## src/rtl/usb_sync_rx_ctrl.sv

```systemverilog
// USB receive-side SYNC hunt / packet body tracking controller.
// Optional cumulative sync-error counter is enabled by defining USB_SYNC_RX_CTRL_ERRCNT_EN.
module usb_sync_rx_ctrl #(
  parameter int TIMEOUT_CYCLES = 64,
  parameter int MAX_RETRY      = 3,
  parameter int MAX_BITS       = 1024,
  parameter int CW             = $clog2(MAX_BITS + 1)
) (
  input  logic          clk,
  input  logic          rst,
  input  logic          start,
  input  logic          abort,
  input  logic          k,
  input  logic          j,
  input  logic          se0,
  input  logic          synced_d,
  input  logic          sync_err_d,
  output logic          rx_en,
  output logic          det_rst,
  output logic          busy,
  output logic          done,
  output logic [1:0]    status,
  output logic [CW-1:0] bit_cnt,
  output logic [7:0]    sync_err_total
);

  localparam int TW = (TIMEOUT_CYCLES > 1) ? $clog2(TIMEOUT_CYCLES) : 1;
  localparam int RW = $clog2(MAX_RETRY + 1);

  localparam logic [TW-1:0] TIMER_LAST = TW'(TIMEOUT_CYCLES - 1);
  localparam logic [RW-1:0] RETRY_MAX  = RW'(MAX_RETRY);
  localparam logic [CW-1:0] BITS_MAX   = CW'(MAX_BITS);

  localparam logic [1:0] ST_OK      = 2'b00;
  localparam logic [1:0] ST_TIMEOUT = 2'b01;
  localparam logic [1:0] ST_RETRY   = 2'b10;
  localparam logic [1:0] ST_BABBLE  = 2'b11;

  typedef enum logic [1:0] {
    IDLE = 2'd0,
    HUNT = 2'd1,
    RECV = 2'd2,
    DONE = 2'd3
  } state_t;

  state_t        r_state,   w_state_nxt;
  logic [TW-1:0] r_timer,   w_timer_nxt;
  logic [RW-1:0] r_retry,   w_retry_nxt;
  logic [CW-1:0] r_bit_cnt, w_bit_cnt_nxt;
  logic [1:0]    r_status,  w_status_nxt;
  logic          r_se0_run, w_se0_run_nxt;
  logic          w_kj_bit;
  logic          w_se0_only;
  logic          w_retry_out;

  assign w_kj_bit    = k ^ j;
  assign w_se0_only  = se0 & ~k & ~j;
  assign w_retry_out = sync_err_d && ((r_retry + RW'(1)) == RETRY_MAX);

  always_ff @(posedge clk or posedge rst) begin
    if (rst) begin
      r_state   <= IDLE;
      r_timer   <= '0;
      r_retry   <= '0;
      r_bit_cnt <= '0;
      r_status  <= ST_OK;
      r_se0_run <= 1'b0;
    end else begin
      r_state   <= w_state_nxt;
      r_timer   <= w_timer_nxt;
      r_retry   <= w_retry_nxt;
      r_bit_cnt <= w_bit_cnt_nxt;
      r_status  <= w_status_nxt;
      r_se0_run <= w_se0_run_nxt;
    end
  end

  always_comb begin
    w_state_nxt   = r_state;
    w_timer_nxt   = r_timer;
    w_retry_nxt   = r_retry;
    w_bit_cnt_nxt = r_bit_cnt;
    w_status_nxt  = r_status;
    w_se0_run_nxt = r_se0_run;

    unique case (r_state)
      IDLE: begin
        if (start) begin
          w_timer_nxt   = '0;
          w_retry_nxt   = '0;
          w_bit_cnt_nxt = '0;
          w_status_nxt  = ST_OK;
          w_se0_run_nxt = 1'b0;
          w_state_nxt   = HUNT;
        end
      end

      HUNT: begin
        if (r_timer != TIMER_LAST) begin
          w_timer_nxt = r_timer + TW'(1);
        end
        if (abort) begin
          w_state_nxt = IDLE;
        end else if (synced_d) begin
          w_se0_run_nxt = 1'b0;
          w_state_nxt   = RECV;
        end else begin
          // A non-exhausting sync error still lets the total window expire this cycle.
          if (sync_err_d) begin
            w_retry_nxt = r_retry + RW'(1);
          end
          if (w_retry_out) begin
            w_status_nxt = ST_RETRY;
            w_state_nxt  = DONE;
          end else if (r_timer == TIMER_LAST) begin
            w_status_nxt = ST_TIMEOUT;
            w_state_nxt  = DONE;
          end
        end
      end

      RECV: begin
        if (abort) begin
          w_state_nxt = IDLE;
        end else if (w_kj_bit) begin
          w_se0_run_nxt = 1'b0;
          if (r_bit_cnt == BITS_MAX) begin
            w_status_nxt = ST_BABBLE;
            w_state_nxt  = DONE;
          end else begin
            w_bit_cnt_nxt = r_bit_cnt + CW'(1);
          end
        end else if (w_se0_only) begin
          if (r_se0_run) begin
            w_status_nxt = ST_OK;
            w_state_nxt  = DONE;
          end else begin
            w_se0_run_nxt = 1'b1;
          end
        end else begin
          w_se0_run_nxt = 1'b0;
        end
      end

      DONE: begin
        w_state_nxt = IDLE;
      end

      default: begin
        w_state_nxt = IDLE;
      end
    endcase
  end

  assign rx_en   = (r_state == HUNT);
  assign det_rst = (r_state != HUNT);
  assign busy    = (r_state == HUNT) || (r_state == RECV);
  assign done    = (r_state == DONE);
  assign status  = r_status;
  assign bit_cnt = r_bit_cnt;

`ifdef USB_SYNC_RX_CTRL_ERRCNT_EN
  logic [7:0] r_err_total;
  logic       w_err_acc;

  // Only errors that win the HUNT priority (no abort, no simultaneous sync) are counted.
  assign w_err_acc = (r_state == HUNT) && !abort && !synced_d && sync_err_d;

  always_ff @(posedge clk or posedge rst) begin
    if (rst) begin
      r_err_total <= '0;
    end else if (w_err_acc && (r_err_total != 8'hFF)) begin
      r_err_total <= r_err_total + 8'd1;
    end
  end

  assign sync_err_total = r_err_total;
`else
  assign sync_err_total = '0;
`endif

endmodule

```

## config.mk

```make
export PLATFORM = sky130hd
export DESIGN_NAME = usb_sync_rx_ctrl
export DESIGN_NICKNAME = d
export VERILOG_FILES = /design/src/rtl/usb_sync_rx_ctrl.sv
export SDC_FILE = /design/constraint.sdc
export NUM_CORES = 1
export LEC_CHECK = 0
export CORE_UTILIZATION = 50
export DETAILED_ROUTE_END_ITERATION = 16
export GPL_TIMING_DRIVEN = 0
export PLACE_DENSITY = 0.78
export SYNTH_ARGS = -nofsm -noshare
export SYNTH_HDL_FRONTEND = slang
export SYNTH_SLANG_ARGS = --single-unit
```

## constraint.sdc

```tcl
create_clock -name clk -period 2.35 [get_ports clk]
set_input_delay 0.235 -clock clk [delete_from_list [all_inputs] [get_ports clk]]
set_output_delay 0.235 -clock clk [all_outputs]
set_load 0.02 [all_outputs]
```

==> flow_summary.json <==
{
  "pwr-share-seq_pct": 30.6,
  "crit_type": "register to primary output",
  "ys.flop_type": "dfrtp_1",
  "finalCritPeriodShare_pct": 94.1,
  "post_cts_buffers": 0,
  "avgRoutedWirePerCell_um": 13.1,
  "clock-sinks": 24,
  "grt-ovfl-total": 0,
  "crit_chain": "inv_1 > ha_1 > inv_1 > clkbuf_2 > dlygate4sd2_1",
  "crit_fanout": 10,
  "synth_cell_types": 43,
  "cts_max_level": 1,
  "clkTransAtPathRegs_ns": 0.13,
  "timing.rr.end": "r_timer[5]",
  "ys_seq_elements": 24,
  "dp_hpwl_um": 2750,
  "slew_viol_final": 0,
  "hold_class": "input pin to register",
  "numCtsBuffers": 3,
  "grt_pass1_wl_um": 6360,
  "die_h_um": 60.2,
  "seq_area_frac_synth_pct": 35.5,
  "die_x_um": 60.2,
  "cts_hold_buf": 0,
  "ys_async_sr_fraction_pct": 100,
  "final_cell_count_no_fill": 282,
  "netSwitchingPower_uw": 835,
  "yosys_warnings": 0,
  "grt.total_usage_pct": 23.0,
  "syn_avg_cell_area_um2": 8.30,
  "cts_max_path_buffers": 2,
  "synth_edf_count": 0,
  "critical_path_depth": 5,
  "num-nets-final": 257,
  "drcViolationCount": 0,
  "ios": 34,
  "critPathCapture": "det_rst",
  "startpoint_type": "register",
  "grt_max_degree": 25,
  "cts_tree": "built",
  "combPwrFrac_pct": 53.8,
  "dp.cells": 279,
  "design.die.area_um2": 3630,
  "crit_path_top_delay_cell": "dfrtp_1",
  "start_util_pct": 54.2,
  "finalCriticalPeriod_ns": 2.21,
  "antenna_found_initial": 0,
  "crit_start": "r_state[1]",
  "critPathMostFrequentCell": "inv_1",
  "p_per_area_nw_per_um2": 928,
  "timing.rr.start": "r_state[0]",
  "max_stage_delay_ns": 0.44,
  "p_int_uw": 1080,
  "p_total_uw": 1920,
  "area_delta_synth_final_pct": 22.0,
  "routabilityCongestion": 0.890,
  "worst_pin_slew_ns": 0.903,
  "reg2reg_depth": 8,
  "drt-pass1-iter-count": 5,
  "p_leak_uw": 0.000864,
  "coreArea_um2": 3130,
  "crit_buf_inv": 4,
  "io_buffers": 24,
  "n_antenna_cell": 0,
  "endpoint_kind": "primary output",
  "finalSetupViolations": 0,
  "clk_latency_ns": 0.32,
  "fin_worst_skew_ns": 0.00415,
  "outcome": "completed",
  "crit_arrival_ns": 1.98,
  "r2r_slack_ns": 0.23,
  "rows": 20,
  "ir_worst_vdd_v": 0.000758,
  "drt-initial-drc-count": 76,
  "max-cap-violations": 0,
  "drive_gt1_share_pct": 10.1,
  "syn-cell-area_um2": 1690,
  "critPathTopFamily": "buffers and inverters",
  "sw_frac_of_total_pct": 43.6,
  "cp.required_ns": 2.12,
  "syn_inst": 204,
  "tns_ns": 0,
  "vias": 1619,
  "max_slew_margin_pct": 39.8,
  "grt_pass1_vias": 1503,
  "final_antenna_net_count": 0,
  "rsz0062_at_grt": "false",
  "vias_per_cell": 5.74,
  "clockPowerShare_pct": 15.6,
  "cts_root_buf": "clkbuf_4",
  "hold_violations": 0,
  "max_freq_ghz": 0.452,
  "routed_wl_um": 3690
}
==> metal layers <==
| metal | global-route usage [%] | part of all wire (%) | vias up |
|---|---|---|---|
| li1 | - | - | 805 |
| met1 | 30.6 | 46 | 764 |
| met3 | 4.55 | 5.1 | 6 |
| met4 | 6.31 | 1.0 | 0 |
| met5 | 0 | 0 | - |
| met2 | 37.7 | 48 | 44 |
==> placed cells by master, fill, tap and decap left out, drive strengths merged, types with 8 or more instances in the layout <==
cell and count:
a21oi 20, buf 10, clkbuf 9, clkdlybuf4s50 23
conb 8, dfrtp 24, ha 9, inv 14
nand2 21, nand4 9, nor2 9, o21ai 18
==> power by group through the flow <==
stage	logic [µW]	registers, µW	clock network, µW
floorplan	732	595	0
finish	1030	587	299
CTS	1030	586	311
detailed placement	1030	594	0
global route	1140	605	320
global placement	1020	590	0
==> worst min-delay path, cell delays in order <==
cell      delay [ns]
clkbuf_2        0.15
o22ai_1         0.13
a211oi_1        0.06
==> cells by family (layout without fill, tap and decap cells) <==
group	after synthesis	count (layout)	share of synthesized area [%]
adder cells (fa/ha/maj)	9	9	6.65
other	1	8	0.221
AO/OA/AOI/OAI	60	60	22.7
flip-flops	24	24	35.5
buffers and inverters	31	58	9.23
AND/OR/NAND/NOR	76	76	23.5
multiplexers	2	2	1.33
XOR/XNOR	1	1	0.960
==> sequential cells by signal, indices dropped and copies added, names as in the netlist <==
signal,count
r_timer,6
r_retry,2
status,2
r_se0_run,1
r_state,2
bit_cnt,11
==> cell usage after synthesis (2+ instances only) <==
library cell | count | share of area, %
inv_1 | 14 | 3.1
clkbuf_1 | 6 | 1.3
or3_1 | 7 | 2.6
nor4_1 | 2 | 0.74
buf_4 | 8 | 3.5
nor2_1 | 9 | 2.0
mux2_2 | 2 | 1.3
nor3_1 | 7 | 2.1
o21ai_0 | 17 | 5.0
a221o_1 | 2 | 1.2
or4_1 | 3 | 1.3
a21oi_1 | 20 | 5.9
a211oi_1 | 2 | 0.89
nor2b_1 | 4 | 1.5
dfrtp_1 | 24 | 35
nand3_1 | 7 | 2.1
o31ai_1 | 3 | 1.3
nand2_1 | 21 | 4.7
a32oi_1 | 2 | 1.0
o22ai_1 | 4 | 1.5
nand4_1 | 9 | 3.3
ha_1 | 9 | 6.6
o32a_1 | 2 | 1.2
==> layout make-up <==
type / count / area (µm²)
buffer: 16 / 101
clock buffer: 3 / 22.5
clock inverter: 1 / 30.0
fill: 276 / 1060
inverter: 14 / 52.6
multi-input combinational: 156 / 966
sequential: 24 / 601
tap: 44 / 55.1
timing repair buffer: 24 / 239
==> stage by stage <==
| stage | worst slack (ns) | area, µm² | hold WS [ns] | util, % |
|---|---|---|---|---|
| global placement | 0.0301 | 2020 | 0.502 | 64.4 |
| global route | 0.0182 | 2070 | 0.282 | 66.1 |
| detailed placement | 0.0228 | 2020 | 0.502 | 64.4 |
| finish | 0.138 | 2070 | 0.286 | 66.1 |
| floorplan | 0.290 | 1720 | 0.250 | - |
| CTS | 0.101 | 2060 | 0.266 | 66.0 |
==> how the worst min path moves through the flow <==
stage,from,endpoint,slack (ns),depth (start not counted)
floorplan,rst,bit_cnt[0],0.25,1
global placement,status[0],status[0],0.50,1
detailed placement,status[1],status[1],0.50,1
CTS,start,r_retry[0],0.27,3
global route,start,r_retry[0],0.28,3
finish,start,r_retry[0],0.29,3
==> timing repair <==
item / 4_1_cts / 5_1_grt
endpoints found under the setup margin: 1 / 1
resized for setup: 2 / 1
cloned: 0 / 0
(Power assumes the default switching activity.)
